### config.mk
export PLATFORM = sky130hd
export DESIGN_NAME = stage_reg_pipe
export DESIGN_NICKNAME = d
export VERILOG_FILES = /design/src/rtl/stage_reg_pipe.sv
export SDC_FILE = /design/constraint.sdc
export NUM_CORES = 1
export LEC_CHECK = 0
export ABC_CLOCK_PERIOD_IN_PS = 4900
export CORE_MARGIN = 2
export CORE_UTILIZATION = 40
export CTS_BUF_LIST = sky130_fd_sc_hd__clkbuf_8
export DETAILED_ROUTE_END_ITERATION = 8
export PLACE_DENSITY = 0.68
export SLEW_MARGIN = 5
export SYNTH_ARGS = -nofsm -noshare
export SYNTH_HDL_FRONTEND = slang
export SYNTH_SLANG_ARGS = --single-unit
### constraint.sdc
create_clock -name clk -period 4.9 [get_ports clk]
set_clock_uncertainty 0.05 [all_clocks]
set_input_delay 1.47 -clock clk [delete_from_list [all_inputs] [get_ports clk]]
set_output_delay 1.47 -clock clk [all_outputs]
set_load 0.05 [all_outputs]
### src/rtl/stage_reg_pipe.sv
// Generic pipeline stage register: valid/ready handshake, optional two-entry
// skid buffer, flush-to-bubble and a saturating back-pressure counter.
module stage_reg_pipe #(
  parameter int unsigned             WIDTH  = 199,
  parameter logic [WIDTH-1:0]        BUBBLE = '0,
  parameter int unsigned             SKID   = 1,
  parameter int unsigned             CNT_W  = 16
) (
  input  logic             clk,
  input  logic             rst,
  input  logic             in_valid,
  output logic             in_ready,
  input  logic [WIDTH-1:0] in_data,
  input  logic             flush,
  output logic             out_valid,
  input  logic             out_ready,
  output logic [WIDTH-1:0] out_data,
  output logic [CNT_W-1:0] stall_count
);

  localparam logic [CNT_W-1:0] CNT_MAX = '1;

  logic             out_valid_q, out_valid_d;
  logic [WIDTH-1:0] out_data_q, out_data_d;
  logic             skid_valid_q, skid_valid_d;
  logic [WIDTH-1:0] skid_data_q, skid_data_d;
  logic [CNT_W-1:0] stall_count_q, stall_count_d;
  logic             accept;
  logic             main_free;

  // With the skid buffer, in_ready comes straight from a flop so out_ready
  // never reaches the upstream stage combinationally.
  generate
    if (SKID != 0) begin : g_skid_ready
      assign in_ready = ~skid_valid_q;
    end else begin : g_direct_ready
      assign in_ready = ~out_valid_q | out_ready;
    end
  endgenerate

  assign accept    = in_valid & in_ready;
  assign main_free = ~out_valid_q | out_ready;

  always_comb begin
    out_valid_d   = out_valid_q;
    out_data_d    = out_data_q;
    skid_valid_d  = skid_valid_q;
    skid_data_d   = skid_data_q;
    stall_count_d = stall_count_q;

    if (out_valid_q && !out_ready && stall_count_q != CNT_MAX) begin
      stall_count_d = stall_count_q + 1'b1;
    end

    if (flush) begin
      out_valid_d  = 1'b0;
      skid_valid_d = 1'b0;
      out_data_d   = BUBBLE;
    end else if (SKID != 0) begin
      if (main_free) begin
        if (skid_valid_q) begin
          out_valid_d  = 1'b1;
          out_data_d   = skid_data_q;
          skid_valid_d = accept;
          if (accept) begin
            skid_data_d = in_data;
          end
        end else if (accept) begin
          out_valid_d = 1'b1;
          out_data_d  = in_data;
        end else begin
          out_valid_d = 1'b0;
        end
      end else if (accept) begin
        skid_valid_d = 1'b1;
        skid_data_d  = in_data;
      end
    end else begin
      if (accept) begin
        out_valid_d = 1'b1;
        out_data_d  = in_data;
      end else if (out_ready) begin
        out_valid_d = 1'b0;
      end
    end
  end

  // State changes on the falling edge to line up with the other stage registers.
  always_ff @(negedge clk) begin
    if (rst) begin
      out_valid_q   <= 1'b0;
      out_data_q    <= BUBBLE;
      skid_valid_q  <= 1'b0;
      skid_data_q   <= BUBBLE;
      stall_count_q <= '0;
    end else begin
      out_valid_q   <= out_valid_d;
      out_data_q    <= out_data_d;
      skid_valid_q  <= skid_valid_d;
      skid_data_q   <= skid_data_d;
      stall_count_q <= stall_count_d;
    end
  end

  assign out_valid   = out_valid_q;
  assign out_data    = out_data_q;
  assign stall_count = stall_count_q;

endmodule

# Word level (Yosys, flattened, before mapping)
# Index checks and enable logic that the tools add are counted.
[classes]
eq_ne = 2
mux = 10
shifts = 0
order_cmp = 0
mul = 0
reduce_logical = 8
n_div = 0
n_bitwise = 5
add_sub_neg = 1
[ops]
columns = ["op", "count"]
rows = [
  ["199-bit two-way mux", 5],
  ["16-bit by 1-bit adder with 16-bit output (second input constant)", 1],
  ["16-bit inequality test (second input constant)", 1],
  ["1-bit two-way mux", 5],
  ["2-bit AND reduction", 2],
  ["2-bit nonzero test", 2],
  ["1-bit inverter", 3],
  ["1-bit logical AND", 2],
  ["2-bit inequality test (second input constant)", 1],
  ["2-bit OR reduction", 1],
  ["1-bit bitwise AND", 1],
  ["1-bit logical NOT", 1],
  ["1-bit OR", 1],
]
[word_totals]
mem_bits_rw = 0
elab_cells = 31
memories = 0
latch_bits = 0
rom_bits = 0
ff_bits = 416
output_inout_bits = 217

# Depth between registers and ports, before layout
# Gate-level depths: netlist of run 1.
[depth]
word_depth = 5
depth_mapped = 8

==> results of run 1 <==
[Yosys cell counts (all sizes together)]
cell type      n  area [um^2]
o211a          2         20.0
o211ai         1         7.51
mux2i        199         1990
o41ai          2         17.5
nand2        401         1510
nand3b         1         7.51
nor4           3         25.0
nand2b         2         15.0
a21oi        211         1060
ha             1         12.5
or4            6         48.8
o311ai         2         17.5
nand4b         1         15.0
and3           3         20.0
nand4          5         31.3
nor2b          1         6.26
a211oi       199         1490
or4b           2         20.0
o21ai          4         20.0
o31ai          6         45.0
xor2           1         8.76
or3            4         26.3
inv            6         22.5
dfxtp        416         8330
nor2         205          769
or2            1         6.26
and4b          1         10.0
nand3          6         35.0
dlygate4sd1    1         8.76
and4           1         8.76
buf           28          143
clkbuf       131          492
nor3           3         15.0
[repair_timing]
item,CTS,global route
buffers inserted,43,19
hold buffers,0,0
endpoints found under the setup margin,625,316
pin swaps,3,2
endpoints found under the hold margin,0,0
resized for setup,255,28
gates cloned,1,7
[critical path, cell delays in order (launching register included)]
cell	delay, ns
dfxtp_4	0.34
clkinvlp_4	0.08
buf_6	0.16
[metal layers]
| metal | GRT usage [%] | vias to the layer above | share of wire [%] |
|---|---|---|---|
| met5 | 0 | - | 0.062 |
| met4 | 14.4 | 4 | 2.2 |
| met3 | 11.3 | 85 | 9.0 |
| met2 | 41.6 | 598 | 50 |
| met1 | 27.6 | 8170 | 39 |
| li1 | - | 8299 | - |
[sequential cells by signal, indices dropped and copies added, names as in the netlist]
signal and count:
out_data 199, skid_data_q 199, stall_count 16, out_valid 1, skid_valid_q 1
[final timing paths]
kind	startpoint	endpoint	depth (start not counted)	slack, ns
min reg2reg	skid_data_q[170]	skid_data_q[170]	2	0.40
max	skid_valid_q	in_ready	2	-0.27
min	skid_data_q[170]	skid_data_q[170]	2	0.40
max reg2reg	skid_valid_q	out_data[143]	4	2.26
[through the flow]
step                      TNS, ns  cells
after floorplan            -23.81   1856
after global placement    -322.28   2758
after detailed placement  -330.25   2758
after CTS                  -45.98   3341
after global routing       -48.57   3370
final                      -38.08   3370
[power breakdown]
group | total (mW) | internal, mW | switching (mW)
Sequential | 3.59 | 3.50 | 0.0926
Combinational | 1.33 | 0.650 | 0.680
Clock | 4.57 | 2.19 | 2.38
[cell families (layout without fill, tap and decap cells)]
family          Yosys count  after routing  synth area share, %
simple gates            646            646                 15.8
compound gates          427            427                 16.5
flops                   416            416                 51.3
mux                     199            199                 12.3
buf+inv                 166           1152                 4.10
fa+ha+maj                 1              1               0.0770
xor+xnor                  1              1               0.0539
other cells               0              3                    0
[layout make-up]
class	instances	area (um^2)
Antenna cell	3	7.51
Fill cell	2700	10700
Multi-Input combinational cell	1274	8290
Tap cell	525	657
Inverter	5	22.5
Clock buffer	75	1030
Timing Repair Buffer	607	8510
Sequential cell	416	8730
Clock inverter	465	1930
==> metrics, run 1 <==
run status finished, violations left; failing checks setup timing; RD Place Congestion 0.810; Core ar. 39900 um^2; Initial DRC Count 883; Post-DP Area 25100 um^2; fin worst setup slack -0.265 ns; arrival time of the worst setup path 3.65 ns; Max-slew headroom 28.1%; commonest cells after routing, fill and taps aside inv_1, nand2_1, buf_12, a21oi_1, nor2_1; hold_ws 0.399 ns; Seq/Total Area, Yosys 51.3%; count of cell types in the netlist 43; largest net degree at the start of global routing 118; Final Hold Vio Count 0; vias in the first global route 18279; Startpoint Class flip-flop; Clock Path Buffers 3; DRC viols 0; clock latency on the worst-skew pair 0.63 ns; Routed wire per std cell 16.9 um; CTS Buf Count 75; worst path required time 3.38 ns; max-cap viol count 0; Setup Crit Path Kind flip-flop to primary output; area of the mapped netlist 16200 um^2; vias per inst 5.09; commonest non-fill, non-tap cell in the layout inv_1; antenna-violating nets left 0; detailed placement HPWL 35800 um; GRT Total Usage 25.5%; Initial Util 40.7%; Max IR drop VDD 0.256 mV; Max FO, Critical Path 2; Vert. Die Dim 206 um; synthesis-to-finish area growth 79.6%; Post-Syn Instances 1856; row count 73; Finished Cell Area 29200 um^2; post-place setup slack -0.935 ns; router iterations before antenna repair 5; die span in x 206 um; yosys warns 0; Worst setup EP type primary output; Die Area 42300 um^2; Post-Route Utilization 73.1%; antenna violations before repair 6; Num Clock Sinks 416; I/O pins 421; RSZ-0062 raised after global routing true; grt ovf 0; Post-Syn Area per Cell 8.76 um^2; Leak 12.0 nW; Worst-Margin Slew 1.07 ns; final net count 3000; overall routed net length 56800 um; Worst Hold Class flip-flop to flip-flop; CTS root buffer clkbuf_8; routed via count 17156; CTS clock-pin slew for the worst setup and hold paths 0.03 ns; first-pass GRT wire length 86800 um; layout cells sized above 1 32.8%; Seq cells post-synth 416; syn_nets 2061; final number of setup-violating endpoints 217; CTS H-tree lvls 3; Power per Cell Area 325 nW/um^2; Max Slew Vio Count 0; I/O Buffers 420; CTS tree yes; total power 9.49 mW
(Power assumes the default switching activity.)
==> run 2, diff against run 1 <==
--- a/config.mk
+++ b/config.mk
@@ -10,7 +10,7 @@
 export CORE_UTILIZATION = 40
 export CTS_BUF_LIST = sky130_fd_sc_hd__clkbuf_8
 export DETAILED_ROUTE_END_ITERATION = 8
-export PLACE_DENSITY = 0.68
+export DONT_BUFFER_PORTS = 1
 export SLEW_MARGIN = 5
 export SYNTH_ARGS = -nofsm -noshare
 export SYNTH_HDL_FRONTEND = slang
==> metrics, run 2 (synthesized netlist as in run 1, its figures left out) <==
first-pass GRT wire length 80800 um (-7.0%); DR top layer met4; Die Area 42300 um^2 (unchanged); GRT Total Usage 23.7% (-1.8 points); commonest non-fill, non-tap cell in the layout inv_1; run status finished, violations left; Routed wire per std cell 16.8 um (-0.20%); Initial DRC Count 690 (-22%); vias in the first global route 16963 (-7.2%); Max Slew Vio Count 0 (unchanged); detailed placement HPWL 31000 um (-13%); fin worst setup slack -0.257 ns (+0.00842 ns); final number of setup-violating endpoints 217 (unchanged); met2 wire length 25100 um (-12%); largest net degree at the start of global routing 216 (+83%); Num Clock Sinks 416 (unchanged); synthesis-to-finish area growth 51.7%; I/O pins 421 (unchanged); Clock Path Buffers 3 (unchanged); Setup TNS -33.56 ns (+4.52 ns); CTS H-tree lvls 3 (unchanged); Core ar. 39900 um^2 (unchanged); Startpoint Class flip-flop; CTS tree yes; Reg2Reg Setup Slack 1.47 ns (-0.79 ns); CTS hold repair buffers 0 (unchanged); Max IR drop VDD 0.271 mV (+5.9%); I/O Buffers 0 (-100%); Final Hold Vio Count 0 (unchanged); layout cells sized above 1 32.7% (-0.066 points); CTS root buffer clkbuf_8; Diodes inserted 0 (-3); antenna-violating nets left 0 (unchanged); Post-DP Area 19700 um^2 (-22%); Leak 10.1 nW (-16%); CP max-delay cell dfxtp_4; Worst Hold Class flip-flop to flip-flop; Finished Cell Area 24600 um^2 (-16%); vias per inst 5.15 (+1.2%); crit-path cells clkinvlp_4, buf_6; CTS Buf Count 76 (+1.3%); max-cap viol count 0 (unchanged); grt ovf 0 (unchanged); Post-Route Utilization 61.7% (-11 points); Worst setup EP type primary output; clock latency on the worst-skew pair 0.63 ns (about the same); RD Place Congestion 0.800 (-1.2%); Vert. Die Dim 206 um (unchanged); RSZ-0062 raised after global routing true; CP delay by family, top flip-flops; Power per Cell Area 364 nW/um^2 (+12%); overall routed net length 51500 um (-9.4%); antenna violations before repair 0 (-6); failing checks setup timing; CTS clock-pin slew for the worst setup and hold paths 0.03 ns (about the same); DRC viols 0 (unchanged); router iterations before antenna repair 5 (unchanged); Bufs and invs on worst path 2 (unchanged); slowest stage delay, CP 0.34 ns (about the same); routed via count 15762 (-8.1%); WL met1 19300 um (-12%); row count 73 (unchanged); die span in x 206 um (unchanged); Max-slew headroom 27.9% (-0.17 points); Worst-Margin Slew 1.08 ns (+0.0115 ns); Placed Cells 2494 (-9.6%); final net count 2686 (-10%); Setup Crit Path Kind flip-flop to primary output; hold_ws 0.399 ns (+0.0000500 ns); arrival time of the worst setup path 3.64 ns (about the same); Non-Filler Instances 3058 (-9.3%); Initial Util 40.7% (unchanged); commonest cells after routing, fill and taps aside inv_1, nand2_1, a21oi_1, nor2_1, dfxtp_2; Max FO, Critical Path 2 (unchanged); worst path required time 3.38 ns (about the same); met3 WL post-DR 5510 um (+7.8%)
==> run 2: worst paths after layout <==
check	startpoint	to	cells past startpoint
max	skid_valid_q	in_ready	2
min	skid_data_q[116]	skid_data_q[116]	2
max reg2reg	skid_valid_q	out_data[59]	5
min reg2reg	skid_data_q[116]	skid_data_q[116]	2
==> run 2: layer usage <==
layer,vias up,global-route usage [%]
li1,7665,-
met3,117,13.3
met2,541,38.9
met1,7439,23.1
met4,0,14.9
met5,-,0
==> run 2: worst min-delay path, cell delays in order (launching register included) <==
cell and delay, ns:
dfxtp_1 0.30, nand2_1 0.05, a21oi_1 0.05
==> run 2: layout make-up <==
class / instances / area [um^2]
flip-flops and latches: 416 / 8640
multi-input cells: 1274 / 8280
fillers: 3253 / 15300
inverters: 5 / 22.5
clock buffers: 77 / 1060
repair buffers: 292 / 4090
well taps: 525 / 657
clock inverters: 469 / 1900
==> run 2: timing repair <==
| action | CTS | global route |
|---|---|---|
| gates resized for setup | 635 | 6 |
| endpoints found under the hold margin | 0 | 0 |
| setup endpoints to repair | 217 | 217 |
| buffers inserted | 8 | 11 |
==> run 2: per-stage QoR <==
step	total power [mW]	setup slack, ns
after floorplan	4.77	-0.375
after global placement	4.92	-0.426
after detailed placement	4.94	-0.413
after CTS	9.13	-0.321
after global routing	9.62	-0.340
final	8.97	-0.257
==> run 2: power breakdown <==
part	total [mW]	internal (mW)	switching [mW]
Sequential	3.57	3.51	0.0608
Clock	4.44	2.08	2.36
Combinational	0.964	0.369	0.594
